File: config.mk
export PLATFORM = sky130hd
export DESIGN_NAME = prio_enc_rr
export DESIGN_NICKNAME = d
export VERILOG_FILES = /design/src/rtl/prio_enc_rr.sv
export SDC_FILE = /design/constraint.sdc
export NUM_CORES = 1
export LEC_CHECK = 0
export BUFFER_PORTS_ARGS = -buffer_cell sky130_fd_sc_hd__buf_2
export CORE_ASPECT_RATIO = 0.5
export CORE_MARGIN = 2
export CORE_UTILIZATION = 45
export DETAILED_ROUTE_END_ITERATION = 8
export PLACE_DENSITY = 0.66
export SLEW_MARGIN = 20
export SYNTH_ARGS = -nofsm -noshare
export SYNTH_HDL_FRONTEND = slang
export SYNTH_SLANG_ARGS = --single-unit
File: constraint.sdc
create_clock -name clk -period 3.7 [get_ports clk]
set_input_delay 0.74 -clock clk [delete_from_list [all_inputs] [get_ports clk]]
set_output_delay 0.74 -clock clk [all_outputs]
set_load 0.02 [all_outputs]
File: src/rtl/prio_enc_rr.sv
// Registered N-way priority encoder with fixed (MSB-wins) and round-robin modes.
// The result sits in a one-deep valid/ready output stage that a consumer may stall.
module prio_enc_rr #(
  parameter  int N = 8,
  localparam int W = $clog2(N)
) (
  input  logic         clk,
  input  logic         rst_n,
  input  logic [N-1:0] req,
  input  logic         mode,
  input  logic         out_ready,
  output logic         out_valid,
  output logic [W-1:0] out_idx,
  output logic [N-1:0] out_grant,
  output logic [W-1:0] rr_ptr
);

  typedef enum logic {
    EMPTY = 1'b0,
    FULL  = 1'b1
  } state_t;

  state_t       state_q, state_d;
  logic [W-1:0] idx_q, idx_d;
  logic [N-1:0] grant_q, grant_d;
  logic [W-1:0] ptr_q, ptr_d;

  logic [W-1:0] fixed_idx;
  logic [W-1:0] rr_idx;
  logic [W:0]   pos;
  logic         accept;
  logic         load;

  assign accept = (state_q == FULL) && out_ready;
  assign load   = ((state_q == EMPTY) || out_ready) && (req != '0);

  // Winner search. Fixed mode: the last hit of an ascending scan is the highest
  // index. Round-robin: a descending scan over offsets leaves the nearest hit
  // at or after ptr_q.
  // NOTE: every always_comb output gets a default first so no path infers a latch.
  always_comb begin
    fixed_idx = '0;
    rr_idx    = '0;
    pos       = '0;
    for (int i = 0; i < N; i++) begin
      if (req[i[W-1:0]]) fixed_idx = W'(i);
    end
    for (int k = N - 1; k >= 0; k--) begin
      pos = {1'b0, ptr_q} + k[W:0];
      if (pos >= (W+1)'(N)) pos = pos - (W+1)'(N);
      if (req[pos[W-1:0]]) rr_idx = pos[W-1:0];
    end
  end

  // Accept and load may coincide; load wins on state, and the search above has
  // already used the pre-update pointer.
  always_comb begin
    state_d = state_q;
    idx_d   = idx_q;
    grant_d = grant_q;
    ptr_d   = ptr_q;
    if (accept) begin
      state_d = EMPTY;
      ptr_d   = (idx_q == W'(N - 1)) ? '0 : idx_q + W'(1);
    end
    if (load) begin
      state_d = FULL;
      idx_d   = mode ? rr_idx : fixed_idx;
      grant_d = N'(1) << idx_d;
    end
  end

  // NOTE: sequential state uses non-blocking assignments so all registers
  // update together from pre-edge values.
  always_ff @(posedge clk or negedge rst_n) begin
    if (!rst_n) begin
      state_q <= EMPTY;
      idx_q   <= '0;
      grant_q <= '0;
      ptr_q   <= '0;
    end else begin
      state_q <= state_d;
      idx_q   <= idx_d;
      grant_q <= grant_d;
      ptr_q   <= ptr_d;
    end
  end

  assign out_valid = (state_q == FULL);
  assign out_idx   = idx_q;
  assign out_grant = grant_q;
  assign rr_ptr    = ptr_q;

endmodule

==> results.py <==
metrics = {
    "yosys": {
        "synth_edf_count": 0,
        "ys_ff_latch": 15,
        "synth_top_area_share_pct": 23.6,
        "synth_top_cell_by_area": "dfrtp_1",
        "synth-main-ff-cell": "dfrtp_1",
        "synth_area_leaders": "dfrtp_1 24%, mux4_2 11%, mux2i_1 7.6%, nand2_1 5.2%, mux2_2 5.0%",
        "ys_seq_area_share_pct": 23.6,
        "yosys_warnings": 0,
        "syn_area_mm2": 0.00159,
        "synthesis.nets": 190,
        "synth_cell_type_count": 50,
        "syn-mean-instance-area_um2": 9.14,
        "yosysMostFrequentCell": "nand2_1",
        "synth_cells": 174,
        "ys_async_sr_fraction_pct": 100,
        "yosys-top-cells-count": "22 x nand2_1, 15 x dfrtp_1, 12 x mux2i_1",
    },
    "global_routing": {
        "antenna_found_initial": 0,
        "grt_pass1_wl_um": 6290,
        "grt-busiest-layer": "met2",
        "grt_max_degree": 21,
        "first_global_vias": 1286,
        "use_met3_pct": 1.27,
        "grt.overflow.total": 0,
        "groute.usage.overall_pct": 20.1,
        "grtUsageMet2_pct": 33.9,
        "grtUsageMet1_pct": 28.7,
    },
    "floorplanning": {
        "fp.dieArea_mm2": 0.00405,
        "dieHeight_um": 46.0,
        "rows": 15,
        "core_region_area_mm2": 0.00342,
        "die_width_um": 88.1,
        "pin_count": 27,
        "initial_utilization_pct": 46.6,
    },
    "routing": {
        "wl_per_cell_um": 15.7,
        "ant_nets": 0,
        "post_drt_via_cell_ratio": 5.86,
        "drt_iter0_drc": 167,
        "drc": 0,
        "via_count": 1447,
        "wl_um": 3890,
        "drtPass1Iterations": 4,
    },
    "timing": {
        "skew_ns": 0.00199,
        "drv_slew": 0,
        "rsz0062_at_grt": "false",
        "fin_crit_sh_pct": 81.5,
        "fin_crit_ns": 3.01,
        "worst-slew-pin-transition_ns": 0.482,
        "slew_headroom_pct": 67.4,
        "finalSetupViolations": 0,
        "holdWs_ns": 0.389,
        "fin_setup_tns_ns": 0,
        "hold_viol": 0,
        "fmax_mhz": 332,
    },
    "layout": {
        "fill_cells": 323,
        "area_growth_pct": 13.1,
        "drive_gt1_share_pct": 29.6,
        "final_design_area_no_fill_mm2": 0.00180,
        "fin_nets": 213,
        "antennaDiodeCount": 0,
        "layout.cells.non_filler": 247,
    },
    "critical_path": {
        "path_class": "flip-flop to flip-flop",
        "critPathLaunchType": "flip-flop",
        "path_max_fanout": 12,
        "arrival_ns": 3.20,
        "cp.required_ns": 3.88,
        "worstSetupEndpointType": "flip-flop",
    },
    "placement": {
        "routabilityCongestion": 0.870,
        "dp.cells": 243,
        "placed_area_mm2": 0.00175,
        "portBuffers": 26,
        "dpl.hpwl_um": 2970,
    },
    "clock_tree": {
        "clkTransAtPathRegs_ns": 0.06,
        "cts-resized-gates": 0,
        "clock_latency_ns": 0.24,
        "cts_made_buffers": 3,
        "cts_tree": "built",
        "clockRootBuffer": "clkbuf_8",
        "clockBufferDepth": 2,
        "cts_sinks": 15,
        "postCtsHoldBufs": 0,
        "post_cts_buffers": 0,
        "htree_num_levels": 1,
    },
    "power": {
        "cellLeakagePower_uw": 0.000787,
        "vdd_drop_max_mv": 0.546,
        "cellPowerDensity_mw_per_mm2": 1000,
    },
    "hold_path": {
        "hp-class": "input pin to async pin",
    },
    "job": {
        "max_cap_viol_count": 0,
    },
    "status": {
        "status": "finished clean",
    },
}
## registers in the layout, indices dropped and copies added (netlist names)
register   flops
out_valid      1
out_grant      8
rr_ptr         3
out_idx        3
## per-stage QoR
step	utilization [%]	worst slack [ns]	power (uW)
after floorplan	-	0.626	1380
after global placement	51.3	0.635	1640
after detailed placement	51.3	0.616	1660
after CTS	52.7	0.681	1810
after global routing	52.7	0.430	1950
final	52.7	0.685	1800
## worst paths after layout
kind	cells after the start	to	slack, ns	startpoint
setup / recovery	10	out_grant[3]	0.69	rr_ptr[0]
hold / removal	1	out_grant[5]	0.39	rst_n
setup reg to reg	10	out_grant[3]	0.69	rr_ptr[0]
hold reg to reg	2	out_grant[1]	0.48	out_grant[1]
max in group asynchronous	1	rr_ptr[0]	3.06	rst_n
min in group clk	2	out_grant[1]	0.48	out_grant[1]
## per-layer routing
| layer | wire, um | part of all wire, % | vias to the layer above |
|---|---|---|---|
| li1 | - | - | 702 |
| met5 | 0 | 0 | - |
| met2 | 1890 | 49 | 47 |
| met3 | 188 | 4.8 | 4 |
| met1 | 1790 | 46 | 694 |
| met4 | 15 | 0.39 | 0 |
## layout make-up
class / count / area [um^2] / share of cell area, %
inverters: 8 / 30.0 / 1.67
multi-input cells: 138 / 1120 / 62.0
clock buffers: 3 / 41.3 / 2.29
flip-flops and latches: 15 / 375 / 20.9
clock inverters: 1 / 5.00 / 0.278
repair buffers: 31 / 168 / 9.32
well taps: 51 / 63.8 / 3.55
## cell usage in the layout, fill, tap and decap left out, types with 2 or more instances in the layout
cell and count:
a211oi_1 2, a21oi_1 7, a22o_1 4, a31o_2 2
a31oi_1 4, and2_1 2, buf_2 26, buf_4 5
clkbuf_8 3, dfrtp_1 15, ha_1 4, inv_1 8
mux2_2 7, mux2i_1 12, mux4_2 8, nand2_1 22
nand2b_1 5, nand3_1 6, nor2_1 8, nor2b_1 2
nor3_1 2, o211ai_1 2, o21ai_0 8, o21ai_1 2
o21bai_1 2, o221ai_1 2, o31ai_1 3, xor2_1 2
## worst max-delay path: stages (launching register included)
cell,delay [ns]
dfrtp_1,0.44
inv_1,0.11
ha_1,0.56
mux2i_1,0.33
mux2i_1,0.14
o221ai_1,0.40
o21ai_0,0.23
a2111oi_4,0.29
o21bai_2,0.15
nor2_1,0.16
a22o_1,0.15
## power breakdown
part	switching (uW)	leakage (uW)	internal [uW]	total [uW]
combinational	809	0.000576	586	1400
sequential	48.6	0.000186	227	275
clock	55.1	0.0000255	74.4	129
total	913	0.000787	887	1800
## kinds of logic (layout without fill, tap and decap cells)
| family | count (synthesis) | after routing | share of synthesized area [%] |
|---|---|---|---|
| AND/OR/NAND/NOR | 53 | 53 | 15.9 |
| AO/OA/AOI/OAI | 50 | 50 | 23.5 |
| multiplexers | 28 | 28 | 25.5 |
| buffers and inverters | 21 | 43 | 6.21 |
| flip-flops | 15 | 15 | 23.6 |
| adder cells (fa/ha/maj) | 4 | 4 | 3.15 |
| XOR/XNOR | 3 | 3 | 2.12 |
No activity file was read; power rests on OpenSTA's default activity.
